==> src/rtl/mac_out_pack.sv <==
// Packs 16-bit MAC stage-5 results four per 64-bit word and queues the words in a DEPTH-entry FIFO.
// A push is visible on o_valid the next cycle; a full FIFO raises o_inhibit, which freezes the MAC pipeline.
module mac_out_pack #(
  parameter int DEPTH = 4
) (
  input  logic        i_clk,
  input  logic        i_rst_n,
  input  logic        i_valid,
  input  logic [15:0] i_conv,
  input  logic        i_flush,
  input  logic        i_ready,
  output logic        o_inhibit,
  output logic        o_valid,
  output logic [63:0] o_data,
  output logic [3:0]  o_keep
);

  localparam int AW = (DEPTH > 1) ? $clog2(DEPTH) : 1;
  localparam int CW = AW + 1;

  typedef struct packed {
    logic [3:0]  keep;
    logic [63:0] data;
  } entry_t;

  logic [1:0]       lane_cnt_q, lane_cnt_d;
  logic [2:0][15:0] pack_buf_q, pack_buf_d;
  entry_t           mem_q [DEPTH];
  entry_t           mem_d [DEPTH];
  logic [CW-1:0]    wr_ptr_q, wr_ptr_d;
  logic [CW-1:0]    rd_ptr_q, rd_ptr_d;
  logic [CW-1:0]    cnt_q, cnt_d;

  logic             accept;
  logic             flush_take;
  logic             push;
  logic             pop;
  logic [2:0]       n_lanes;
  entry_t           push_entry;
  logic [AW-1:0]    wr_idx;
  logic [AW-1:0]    rd_idx;

  // Stall is taken from the registered count only, so i_ready never reaches o_inhibit combinationally.
  assign o_inhibit  = (cnt_q == CW'(DEPTH));
  assign o_valid    = (cnt_q != '0);
  assign accept     = i_valid && !o_inhibit;
  assign flush_take = i_flush && !o_inhibit;
  assign pop        = o_valid && i_ready;
  assign wr_idx     = wr_ptr_q[AW-1:0];
  assign rd_idx     = rd_ptr_q[AW-1:0];

  always_comb begin
    n_lanes    = {1'b0, lane_cnt_q} + {2'b00, accept};
    push_entry = '0;
    // Lanes at or above lane_cnt are never read from pack_buf, so stale lanes cannot leak into a word.
    for (int k = 0; k < 3; k++) begin
      if (2'(k) < lane_cnt_q) begin
        push_entry.data[16*k +: 16] = pack_buf_q[k];
      end else if (accept && (2'(k) == lane_cnt_q)) begin
        push_entry.data[16*k +: 16] = i_conv;
      end
    end
    if (accept && (lane_cnt_q == 2'd3)) begin
      push_entry.data[63:48] = i_conv;
    end
    case (n_lanes)
      3'd1:    push_entry.keep = 4'b0001;
      3'd2:    push_entry.keep = 4'b0011;
      3'd3:    push_entry.keep = 4'b0111;
      3'd4:    push_entry.keep = 4'b1111;
      default: push_entry.keep = 4'b0000;
    endcase
    push = (n_lanes == 3'd4) || (flush_take && (n_lanes != 3'd0));

    lane_cnt_d = lane_cnt_q;
    pack_buf_d = pack_buf_q;
    if (push || flush_take) begin
      lane_cnt_d = 2'd0;
    end else if (accept) begin
      for (int k = 0; k < 3; k++) begin
        if (2'(k) == lane_cnt_q) begin
          pack_buf_d[k] = i_conv;
        end
      end
      lane_cnt_d = lane_cnt_q + 2'd1;
    end
  end

  always_comb begin
    mem_d = mem_q;
    if (push) begin
      mem_d[wr_idx] = push_entry;
    end
    wr_ptr_d = wr_ptr_q + CW'(push);
    rd_ptr_d = rd_ptr_q + CW'(pop);
    cnt_d    = cnt_q;
    case ({push, pop})
      2'b10:   cnt_d = cnt_q + CW'(1);
      2'b01:   cnt_d = cnt_q - CW'(1);
      default: cnt_d = cnt_q;
    endcase
  end

  always_comb begin
    o_data = '0;
    o_keep = '0;
    if (o_valid) begin
      o_data = mem_q[rd_idx].data;
      o_keep = mem_q[rd_idx].keep;
    end
  end

  always_ff @(posedge i_clk) begin
    if (!i_rst_n) begin
      lane_cnt_q <= '0;
      pack_buf_q <= '0;
      wr_ptr_q   <= '0;
      rd_ptr_q   <= '0;
      cnt_q      <= '0;
      for (int i = 0; i < DEPTH; i++) begin
        mem_q[i] <= '0;
      end
    end else begin
      lane_cnt_q <= lane_cnt_d;
      pack_buf_q <= pack_buf_d;
      wr_ptr_q   <= wr_ptr_d;
      rd_ptr_q   <= rd_ptr_d;
      cnt_q      <= cnt_d;
      for (int i = 0; i < DEPTH; i++) begin
        mem_q[i] <= mem_d[i];
      end
    end
  end

endmodule

==> config.mk <==
export PLATFORM = sky130hd
export DESIGN_NAME = mac_out_pack
export DESIGN_NICKNAME = d
export VERILOG_FILES = /design/src/rtl/mac_out_pack.sv
export SDC_FILE = /design/constraint.sdc
export NUM_CORES = 1
export LEC_CHECK = 0
export CAP_MARGIN = 0
export CELL_PAD_IN_SITES_DETAIL_PLACEMENT = 0
export CELL_PAD_IN_SITES_GLOBAL_PLACEMENT = 1
export CORE_MARGIN = 10
export CORE_UTILIZATION = 40
export CTS_CLUSTER_SIZE = 24
export DETAILED_ROUTE_END_ITERATION = 16
export PLACE_DENSITY = 0.8
export SLEW_MARGIN = 15
export SYNTH_ARGS = -nofsm -noshare
export SYNTH_HDL_FRONTEND = slang
export SYNTH_SLANG_ARGS = --single-unit
==> constraint.sdc <==
create_clock -name i_clk -period 3.2 [get_ports i_clk]
set_input_delay 0.64 -clock i_clk [delete_from_list [all_inputs] [get_ports i_clk]]
set_output_delay 0.64 -clock i_clk [all_outputs]
set_load 0.005 [all_outputs]
==> impl_metrics.ini <==
[global_routing]
grt_pass1_vias = 10700
grt_antenna_before_repair = 0
grt_overflow = 0
grt.total_usage = 0.167
grt_max_degree = 109
global_route_wire_length_before_repair_um = 60300

[logic_synthesis]
synth.top_cells.by_area = sky130_fd_sc_hd__dfxtp_1, sky130_fd_sc_hd__mux2i_1, sky130_fd_sc_hd__mux4_2
synth.avg_cell_area_um2 = 10.5
postSynthCellCount = 1400
synth_seq_cells = 329
synth_enable_flop_cells = 0
synth.top_cell.area_share = 0.447
synthesis.area_mm2 = 0.0147
synth_largest_area_cell = sky130_fd_sc_hd__dfxtp_1
seq_area_frac_synth = 0.447
yosys_warnings = 0
postSynthNetCount = 1432
synth.lib_cells_used.distinct = 39
synth_ff_type = sky130_fd_sc_hd__dfxtp_1
synth.most_common_cell = sky130_fd_sc_hd__nand2_1
share_of_flip_flops_with_an_asynchronous_set_or_reset = 0
netlist_top_cells_count = sky130_fd_sc_hd__nand2_1, sky130_fd_sc_hd__dfxtp_1, sky130_fd_sc_hd__mux2i_1, sky130_fd_sc_hd__and2_1, sky130_fd_sc_hd__mux4_2

[routing]
drtIter0Drc = 638
dr.pass1.iters = 5
detail-route-antenna-nets = 0
routed_wire_length_per_instance_um = 19.4
routed_via_density = 5.34
finalWirelength_um = 37900
num_vias = 10400
detail_route.drc_violations = 0

[clocking]
cts_tree = yes
clk_root_buffer_cell = sky130_fd_sc_hd__clkbuf_16
clock_tree.buffer_depth = 3
clk_pin_slew_worst_paths_ns = 0.05
numCtsBuffers = 36
insertion_delay_ns = 0.51
cts_setup_buffers = 0
cts-htree-levels = 2
clock_sinks = 329

[power_and_ir_drop]
power.internal_w = 0.00765
p_leak_nw = 6.08
power_frac_clock = 0.411
net-switching-power_w = 0.00279
switching_share = 0.267
finalPower_w = 0.0104
power_density_mw_per_mm2 = 595
seq_power_share = 0.415
peakVddDrop_uv = 376
combinationalPowerShare = 0.174

[floorplanning]
design.core.area_mm2 = 0.0365
initial_utilization = 0.404
die_height_um = 212
ioPinCount = 91
core_rows = 70
die_w_um = 212
area_of_the_die_mm2 = 0.0449

[run]
cap_viol_max_count = 0

[final_layout]
final_area_mm2 = 0.0175
final_layout_size_suffix_gt1_frac = 0.128
diodes_inserted = 0
area_growth_pct = 19.1
nets = 1495

[timing]
finalHoldWorstSlack_ns = 0.451
final.setup.tns_ns = 0
max_freq_ghz = 0.320
slew_headroom = 0.439
fin_ws_ns = 0.0797
grt_setup_unrepaired = yes
setup_viol = 0
worst_setup_skew_after_layout_ns = 0.0119
tightestPinTransition_ns = 0.841
fin_crit_ns = 3.12
finalMaxSlewViolations = 0
hold_violations = 0
fin_crit_sh = 0.975

[outcome]
outcome = finished, final reports clean

[placement]
placedInstanceArea_mm2 = 0.0163
place.port_buffers = 90
gp_congestion = 0.787
pre_cts_ws_ns = -0.126
detailed_place_hpwl_um = 25200

[setup_path]
cpPeakStageDelay_ns = 0.60
crit_path_cell_trace = buf_16 -> mux4_2 -> and2_1 -> clkdlybuf4s50_1
critical_path.n_buffers_inverters = 2
cp-start-kind = register
worstPathRequired_ns = 2.56
endpoint_kind = output pin
setup.worst_path.class = reg2out
critPathArrivalTime_ns = 2.48
path_delay_family = buffers and inverters
cp_max_fo = 30
crit_path_top_delay_cell = sky130_fd_sc_hd__mux4_2

[min_path]
worstHoldPathType = reg2reg
[final timing paths]
check             cells after the start          to         from  slack (ns)
setup / recovery                      4   o_data[7]  rd_ptr_q[1]        0.08
setup reg to reg                     14    cnt_q[2]     cnt_q[2]        0.24
hold reg to reg                       2  mem_q[145]   mem_q[145]        0.45
hold / removal                        2  mem_q[145]   mem_q[145]        0.45
[registers in the layout, indices dropped and copies added (netlist names)]
signal and count:
rd_ptr_q 2, cnt_q 3, lane_cnt_q 2, wr_ptr_q 2, mem_q 272, pack_buf_q 48
[per-layer routing]
layer / wire [µm] / part of all wire / vias to the layer above / track usage
met2: 18900 / 0.50 / 187 / 0.289
met3: 1570 / 0.041 / 47 / 0.0263
met5: 0 / 0 / - / 0
met4: 614 / 0.016 / 0 / 0.0384
li1: - / - / 5005 / -
met1: 16900 / 0.45 / 5197 / 0.214
[metrics by stage]
step | util | cells
6_report | 0.480 | 1955
5_1_grt | 0.480 | 1955
4_1_cts | 0.479 | 1955
3_5_place_dp | 0.446 | 1893
3_3_place_gp | 0.446 | 1893
2_1_floorplan | - | 1400
[cells in the final DEF, fill, tap and decap left out, types with 4 or more instances in the layout]
cell type and count:
sky130_fd_sc_hd__clkbuf_1 9, sky130_fd_sc_hd__a21oi_1 7, sky130_fd_sc_hd__nand2_1 340, sky130_fd_sc_hd__o21ai_0 4, sky130_fd_sc_hd__dlymetal6s2s_1 4, sky130_fd_sc_hd__ha_1 10, sky130_fd_sc_hd__clkbuf_16 37, sky130_fd_sc_hd__dfxtp_1 327
sky130_fd_sc_hd__a32oi_1 32, sky130_fd_sc_hd__mux2i_1 316, sky130_fd_sc_hd__nor2_1 29, sky130_fd_sc_hd__mux4_2 68, sky130_fd_sc_hd__clkdlybuf4s50_1 85, sky130_fd_sc_hd__clkbuf_8 10, sky130_fd_sc_hd__and2_1 87, sky130_fd_sc_hd__bufinv_16 4
sky130_fd_sc_hd__buf_4 31, sky130_fd_sc_hd__a22oi_1 16, sky130_fd_sc_hd__buf_12 15, sky130_fd_sc_hd__inv_1 8
[tightest hold or removal path: cells and delay by family, from the launching register on]
kind	cells	cell delay [ns]
AND/OR/NAND/NOR	1	0.05
flip-flops	1	0.30
multiplexers	1	0.05
[timing repair]
action,4_1_cts,5_1_grt
hold buffers,0,0
resized for setup,0,6
setup endpoints to repair,0,9
[kinds of logic after synthesis]
group	count (synthesis)	share of synthesized area
and+or+nand+nor	477	0.142
muxes	384	0.319
DFF	329	0.447
buffers and inverters	122	0.0413
AOI/OAI and AO/OA	71	0.0382
adders and majority gates	11	0.00985
xor gates and xnor gates	6	0.00357
[power groups by stage]
stage          clock network [W]  registers, W  logic (W)
6_report                 0.00429       0.00433    0.00182
5_1_grt                  0.00456       0.00435    0.00196
4_1_cts                  0.00438       0.00433    0.00186
3_5_place_dp                   0       0.00442    0.00185
3_3_place_gp                   0       0.00442    0.00183
2_1_floorplan                  0       0.00432    0.00125
[cell type report]
type	count	area (µm²)
fill	3266	19000
sequential	329	6590
clock buffer	56	1100
clock inverter	6	130
multi-input combinational	949	7600
inverter	9	36.3
tap	468	586
timing repair buffer	138	1500
(Power assumes the default switching activity.)
